<file path="config.mk">
export PLATFORM = sky130hd
export DESIGN_NAME = oam_dma
export DESIGN_NICKNAME = d
export VERILOG_FILES = /design/src/rtl/oam_dma.sv
export SDC_FILE = /design/constraint.sdc
export NUM_CORES = 1
export LEC_CHECK = 0
export BUFFER_PORTS_ARGS = -buffer_cell sky130_fd_sc_hd__buf_2
export CORE_ASPECT_RATIO = 0.6
export CORE_MARGIN = 4
export CORE_UTILIZATION = 46
export DETAILED_ROUTE_END_ITERATION = 10
export MAX_ROUTING_LAYER = met4
export PLACE_DENSITY = 0.79
export SLEW_MARGIN = 20
export SYNTH_ARGS = -nofsm -noshare
export SYNTH_HDL_FRONTEND = slang
export SYNTH_SLANG_ARGS = --single-unit
</file>
<file path="constraint.sdc">
create_clock -name clk -period 1.9 [get_ports clk]
set_input_delay 0.285 -clock clk [delete_from_list [all_inputs] [get_ports clk]]
set_output_delay 0.285 -clock clk [all_outputs]
set_load 0.05 [all_outputs]
</file>
<file path="src/rtl/oam_dma.sv">
`timescale 1ns/1ps
`default_nettype none
// ============================================================================
//  Module   : oam_dma
//  Purpose  : OAM DMA engine. A CPU write to $4014 halts the CPU and copies
//             the 256-byte page $XX00-$XXFF to the PPU OAM data port $2004,
//             one read cycle followed by one write cycle per byte. Reads are
//             aligned so that every READ falls on an even CPU cycle.
//  Ports    : clk          - system clock
//             reset        - asynchronous, active-low reset
//             cpu_ce       - one-clk strobe at the end of each CPU cycle
//             reg_wr       - CPU write to $4014 (qualified by cpu_ce)
//             reg_data     - page number written to $4014
//             bus_data_in  - read data returned by the bus (1-clk latency)
//             bus_addr     - DMA bus address
//             bus_rden     - DMA read request
//             bus_wren     - DMA write request
//             bus_data_out - DMA write data
//             cpu_halt     - stalls the CPU while the DMA owns the bus
//             dma_active   - high while a transfer is in progress
//             dma_done     - one-clk pulse on completion
//  Revision : 1.0 - initial release
// ============================================================================
module oam_dma (
  input  logic        clk,
  input  logic        reset,
  input  logic        cpu_ce,
  input  logic        reg_wr,
  input  logic [7:0]  reg_data,
  input  logic [7:0]  bus_data_in,
  output logic [15:0] bus_addr,
  output logic        bus_rden,
  output logic        bus_wren,
  output logic [7:0]  bus_data_out,
  output logic        cpu_halt,
  output logic        dma_active,
  output logic        dma_done
);

  typedef enum logic [2:0] {
    ST_IDLE  = 3'd0,
    ST_HALT  = 3'd1,
    ST_ALIGN = 3'd2,
    ST_READ  = 3'd3,
    ST_WRITE = 3'd4
  } state_t;

  localparam logic [15:0] C_OAM_DATA_ADDR = 16'h2004;

  state_t     r_state;
  state_t     w_state_nxt;
  logic [7:0] r_page;
  logic [7:0] w_page_nxt;
  logic [7:0] r_idx;
  logic [7:0] w_idx_nxt;
  logic [7:0] r_latch;
  logic [7:0] w_latch_nxt;
  logic       r_cpu_odd;
  logic       w_done_evt;
  logic       r_done_evt;

  // --------------------------------------------------------------------------
  // State and datapath registers; they only advance at the end of a CPU cycle.
  // --------------------------------------------------------------------------
  always_ff @(posedge clk or negedge reset) begin
    if (!reset) begin
      r_state   <= ST_IDLE;
      r_page    <= 8'h00;
      r_idx     <= 8'h00;
      r_latch   <= 8'h00;
      r_cpu_odd <= 1'b0;
    end else if (cpu_ce) begin
      r_state   <= w_state_nxt;
      r_page    <= w_page_nxt;
      r_idx     <= w_idx_nxt;
      r_latch   <= w_latch_nxt;
      r_cpu_odd <= ~r_cpu_odd;
    end
  end

  // --------------------------------------------------------------------------
  // Next-state logic. Only consumed by the register block when cpu_ce=1.
  // --------------------------------------------------------------------------
  always_comb begin
    w_state_nxt = r_state;
    w_page_nxt  = r_page;
    w_idx_nxt   = r_idx;
    w_latch_nxt = r_latch;
    w_done_evt  = 1'b0;
    case (r_state)
      ST_IDLE: begin
        if (reg_wr) begin
          w_page_nxt  = reg_data;
          w_idx_nxt   = 8'h00;
          w_state_nxt = ST_HALT;
        end
      end
      ST_HALT: begin
        // r_cpu_odd is the parity of the HALT cycle itself; an even HALT
        // would make the following cycle odd, so insert one ALIGN cycle.
        w_state_nxt = r_cpu_odd ? ST_READ : ST_ALIGN;
      end
      ST_ALIGN: begin
        w_state_nxt = ST_READ;
      end
      ST_READ: begin
        w_latch_nxt = bus_data_in;
        w_state_nxt = ST_WRITE;
      end
      ST_WRITE: begin
        if (r_idx == 8'hFF) begin
          w_state_nxt = ST_IDLE;
          w_done_evt  = 1'b1;
        end else begin
          w_idx_nxt   = r_idx + 8'd1;
          w_state_nxt = ST_READ;
        end
      end
      default: begin
        w_state_nxt = ST_IDLE;
      end
    endcase
  end

  // Completion marker, high only for the clk of the final cpu_ce edge.
  always_ff @(posedge clk or negedge reset) begin
    if (!reset) begin
      r_done_evt <= 1'b0;
    end else begin
      r_done_evt <= cpu_ce & w_done_evt;
    end
  end

  // --------------------------------------------------------------------------
  // Registered outputs: follow the state one clk after the cpu_ce edge that
  // moved it, and hold for the whole CPU cycle.
  // --------------------------------------------------------------------------
  always_ff @(posedge clk or negedge reset) begin
    if (!reset) begin
      bus_addr     <= 16'h0000;
      bus_rden     <= 1'b0;
      bus_wren     <= 1'b0;
      bus_data_out <= 8'h00;
      cpu_halt     <= 1'b0;
      dma_active   <= 1'b0;
      dma_done     <= 1'b0;
    end else begin
      bus_rden     <= (r_state == ST_READ);
      bus_wren     <= (r_state == ST_WRITE);
      cpu_halt     <= (r_state != ST_IDLE);
      dma_active   <= (r_state != ST_IDLE);
      dma_done     <= r_done_evt;
      case (r_state)
        ST_READ: begin
          bus_addr     <= {r_page, r_idx};
          bus_data_out <= 8'h00;
        end
        ST_WRITE: begin
          bus_addr     <= C_OAM_DATA_ADDR;
          bus_data_out <= r_latch;
        end
        default: begin
          bus_addr     <= 16'h0000;
          bus_data_out <= 8'h00;
        end
      endcase
    end
  end

endmodule
`default_nettype wire

</file>
**Word level (Yosys, flattened, before mapping)**

Index checks and enable logic that the tools add are counted.

- Bits in registers: 57
- Bits in latches: 0
- Bits in writable memories: 0
- ROM bits: 0
- Bits of input ports: 20
- Output and inout port bits: 29
- Logic and storage cells: 40
- Memories kept: 0

- $add $sub $neg: 1
- Multiply operators: 0
- Div/mod/pow operators: 0
- Order comparisons: 0
- Equal/unequal tests: 7
- Shift operators: 0
- Multiplexer cells: 11
- Bitwise logic cells: 2
- Reductions and logical operators: 7

Operator list:

| operator | number |
|---|---|
| $pmux W16 S2 | 1 |
| $mux W8 | 3 |
| $pmux W8 S2 | 1 |
| $pmux W3 S5 | 1 |
| $add A8 B1 Y8 const B | 1 |
| $eq A8 B8 Y1 const B | 1 |
| $eq A3 B2 Y1 const B | 2 |
| $ne A2 B2 Y1 const B | 2 |
| $reduce_and A2 Y1 | 2 |
| $reduce_and A4 Y1 | 1 |
| $eq A3 B1 Y1 const B | 1 |
| $eq A3 B3 Y1 const B | 1 |
| $logic_not A3 Y1 | 1 |
| $mux W1 | 3 |
| $mux W3 | 1 |
| $reduce_and A3 Y1 | 1 |
| $reduce_bool A3 Y1 | 1 |
| $mux W2 | 1 |
| $reduce_bool A2 Y1 | 1 |
| $and A1 B1 Y1 | 1 |
| $not A1 Y1 | 1 |

**Depth between registers and ports, before layout**

- Depth after elaboration: 4
- Mapped depth: 7
- Mapped depth without buffers: 5

**Worst setup path after synthesis**

OpenSTA, ideal clock, no wires.

- Path type: register -> register
- Start point: register r_state[0]
- End point: register r_page[0]
- Setup time: 0.125 ns
- Arrival: 1.461 ns
- Data required time: 1.775 ns
- Setup slack: 0.314 ns
- Cell stages (with the launch flop): 5
- Path buffers: 1
- Period minus slack after synthesis: 1.586 ns
- Path through: dfrtp_1 buf_2 or3_1 nor2_4 mux2_2

- Word-level cells in the longest chain between the ends: 2

Ends and longest elaborated chain:

| what | line | source |
|---|---|---|
| from (decl) | 50 | `state_t r_state;` |
| from (signal assigned) | 73 | `r_state <= w_state_nxt;` |
| $logic_not A3 Y1 | 90 | `case (r_state)` |
| $reduce_and A3 Y1 (no line) | n/a |  |
| to (signal assigned) | 74 | `r_page <= w_page_nxt;` |
| to (decl) | 52 | `logic [7:0] r_page;` |

Every way passes these cells.
A chain may end at the register's enable or synchronous reset.

**Worst setup path in the final report**

- Start point: register r_state[1]
- End point: register r_page[1]

Same word-level chain as after synthesis.

==> results.txt <==
- The flow ran to the end, and the final reports show no timing, DRC or antenna violations.
* LEAKAGE: around 1.4 nW
* Die area: 5982 um^2
- The critical path contains buffers and inverters numbering 0 combined.
* GRT Resource Usage Total: 0.1652
- Count of state elements after synthesis: 57
- After global routing the overflow that remains totals 0.
- For this run, the slowest stage of the critical path takes 0.47 ns.
- Total negative slack: 0 ns
* Clock buffer count from CTS: 9
- Final routed wire length divided by cell count: 13.91 um
* Net Count, Synth: roughly 200
* Final slew viol count: 0
- Number of nets in the final layout: ~250
- Setup repair after global routing left no endpoint under its margin.
- Actual slew at the worst max-slew pin: around 0.56 ns
- Maximum number of pins on one net before global-route repair: 25
* Number of vias in the routed layout: between 1500 and 2000
- The synthesized netlist contains 38 unique library cells.
- Clock-pin slew on the worst setup and hold paths: 0.07 ns
- Worst clock skew: between 0.01 and 0.015 ns
- Critical Path End Type: flop
- Ratio of cells with drive above 1 in the final layout: 0.3729
- Detailed-placement wirelength estimate: 3021 um
- The H-tree generated during clock tree synthesis spans 3 levels.
- Iteration-0 DRC Markers: between 100 and 150
- The worst setup path is of the flop to flop kind.
- The longest clock path from root to sink contains 2 buffers.
* Vertical die dimension: a little over 60 um
* Post-layout utilization of the core: 0.6043
* Worst min-delay path class: primary input to flop
- The finished cells cover roughly 2800 um^2.
- Clock tree synthesis selected as its root buffer the cell sky130_fd_sc_hd__clkbuf_8.
- Placed standard-cell area: 2524 um^2
- Predominant post-synthesis flop cell: sky130_fd_sc_hd__dfrtp_1
- Final weighted congestion of routability-driven global placement: ~0.85
- For this run, the detailed router's first-pass iteration total came to 4.
- Post-synth design cell area: between 2000 and 2500 um^2
- The detail route stage leaves a number of antenna-violating nets equal to 0.
* Power density relative to cell area: roughly 1500 nW/um^2
* X dimension of the die: 97.22 um
- Vias per cell: between 5 and 6
* Number of antenna violations at the first check in global routing: 0
- Ports placed on the boundary: 49
* Post-cts sizing count: 0
- The number of global-route vias before repair came to between 1000 and 1500.
- Seq/Total Area, Yosys: 0.6492
- Based on the critical path, the design can be clocked at up to 586.5 MHz.
- Async set-or-reset flop fraction in the synthesized netlist: 1.000
- Fraction of post-synthesis cell area in the top cell type by area: 0.6492
* Highest ir drop seen on vdd: between 800 and 900 uV
* Clock sink count: 57
- Kind of start point of the critical path: flop
* Total count of hold-check failures in the final report: 0
* Peak fanout along the critical path: 12
* Setup-violating endpoint count in the final report: 0
- In this run the tightest slew margin relative to its limit is 0.6272.
- # DRC: 0
* Layout overhead on the synthesized area: 26.20%
* Diodes inserted: 0
- A synthesized cell averages roughly 12 um^2.
- Max cap viols: 0
- Post-CTS timing repair inserted 0 buffers for setup.
- STA puts the critical path data arrival time at 1.92 ns.
- The first global-routing pass estimated just over 7000 um of wire.
- Row count: 19
* Number of instances in the synthesized netlist: 176
- On the critical path the largest part of the delay comes from simple AND/OR/NAND/NOR gates.
* Synth Warn #: 0
- TritonCTS built the clock tree.
- Sorting the synthesized cells by area gives the leading types as sky130_fd_sc_hd__dfrtp_1 (65%), sky130_fd_sc_hd__mux2_2 (7.2%), sky130_fd_sc_hd__and3_1 (4.6%).
- CP Data Required Time: roughly 2.1 ns
* Share of the clock period used by the worst path: 0.8973
- Insertion delay of the later-clocked pin in the worst-skew pair: 0.34 ns
* Ordered list of cells on the worst path: or3_1 > nor2_4 > mux2_2
- Yosys mapped a number of flops with a built-in enable equal to 0.
- Crit path max-delay cell type: sky130_fd_sc_hd__or3_1
* Most instantiated library cell after synthesis: sky130_fd_sc_hd__dfrtp_1
* Cell accounting for the most synthesized area: sky130_fd_sc_hd__dfrtp_1
- Buffers inserted to repair hold after CTS numbered 1.
- The routed design could run at a clock period as short as 1.705 ns.
- CORE AREA: ~4600 um^2
- Synth top cells by count: sky130_fd_sc_hd__dfrtp_1 (57), sky130_fd_sc_hd__and3_1 (16), sky130_fd_sc_hd__mux2_2 (14)
* Final routed wirelength across all metal layers: roughly 4200 um
- Port buffering added between 40 and 50 buffers.
- Initial Util: 0.4789
## routing by layer
layer	part of all wire	GRT usage	vias up	routed length, um
met5	0	-	-	0
li1	-	-	732	-
met2	0.44	0.2186	53	1829
met4	0.0060	0.06509	0	25
met1	0.47	0.2194	754	1974
met3	0.079	0.07692	5	330
## layout by cell type, fill, tap and decap left out, types with 3 or more instances in the layout
cell type,instances
sky130_fd_sc_hd__mux2_2,14
sky130_fd_sc_hd__clkbuf_8,12
sky130_fd_sc_hd__and2_1,10
sky130_fd_sc_hd__a21oi_1,5
sky130_fd_sc_hd__a31oi_1,3
sky130_fd_sc_hd__nor3_1,4
sky130_fd_sc_hd__nand4_1,3
sky130_fd_sc_hd__and3_1,16
sky130_fd_sc_hd__buf_2,48
sky130_fd_sc_hd__buf_4,5
sky130_fd_sc_hd__dfrtp_1,57
sky130_fd_sc_hd__o21ai_0,7
sky130_fd_sc_hd__nor2_1,6
sky130_fd_sc_hd__nand2_1,11
sky130_fd_sc_hd__o21ai_1,3
## where the power goes
| part | internal, mW | switching [mW] |
|---|---|---|
| clock | 0.845 | 0.455 |
| combinational | 0.424 | 0.800 |
| sequential | 1.56 | 0.202 |
| total | 2.83 | 1.46 |
## logic make-up (layout without fill, tap and decap cells)
group,after synthesis,after routing,share of synthesized area
AND/OR/NAND/NOR,62,62,0.1595
flip-flops,57,57,0.6492
AO/OA/AOI/OAI,26,26,0.07346
multiplexers,16,16,0.08200
buffers and inverters,13,73,0.02619
adder cells (fa/ha/maj),1,1,0.005694
XOR/XNOR,1,1,0.003987
## final timing paths
path,depth (start not counted),slack (ns),start,to
worst max-delay path,3,0.20,r_state[1]$_DFFE_PN0P_,r_page[1]$_DFFE_PN0P_
min in group asynchronous,2,0.48,reset,r_cpu_odd$_DFFE_PN0P_
worst min register to register,0,0.35,r_done_evt$_DFF_PN0_,dma_done$_DFF_PN0_
worst max register to register,3,0.20,r_state[1]$_DFFE_PN0P_,r_page[1]$_DFFE_PN0P_
worst min-delay path,2,0.16,bus_data_in[6],r_latch[6]$_DFFE_PN0P_
max in group asynchronous,3,0.82,reset,bus_addr[7]$_DFF_PN0_
## stage by stage
step	worst slack [ns]	cells	hold slack, ns	power [mW]
6_report	0.1950	299	0.1645	4.285
5_1_grt	0.05150	299	0.1592	4.540
4_1_cts	0.1887	299	0.1531	4.318
3_3_place_gp	0.2294	282	0.3005	2.971
2_1_floorplan	0.3140	176	-0.01059	2.685
3_5_place_dp	0.1990	282	0.3080	3.009
## layout make-up
| class | instances | area (um^2) |
|---|---|---|
| clock buffers | 12 | 165.2 |
| inverters | 2 | 7.507 |
| clock inverters | 4 | 73.82 |
| flip-flops and latches | 57 | 1426 |
| multi-input cells | 106 | 713.2 |
| fillers | 377 | 1815 |
| well taps | 63 | 78.83 |
| repair buffers | 55 | 307.8 |
## state kept, by name (all words and copies together), names as in the netlist, 3 cells and up
register      cells
r_latch           8
r_state           3
r_page            8
bus_addr         16
bus_data_out      8
r_idx             8
No activity file was read; power rests on OpenSTA's default activity.
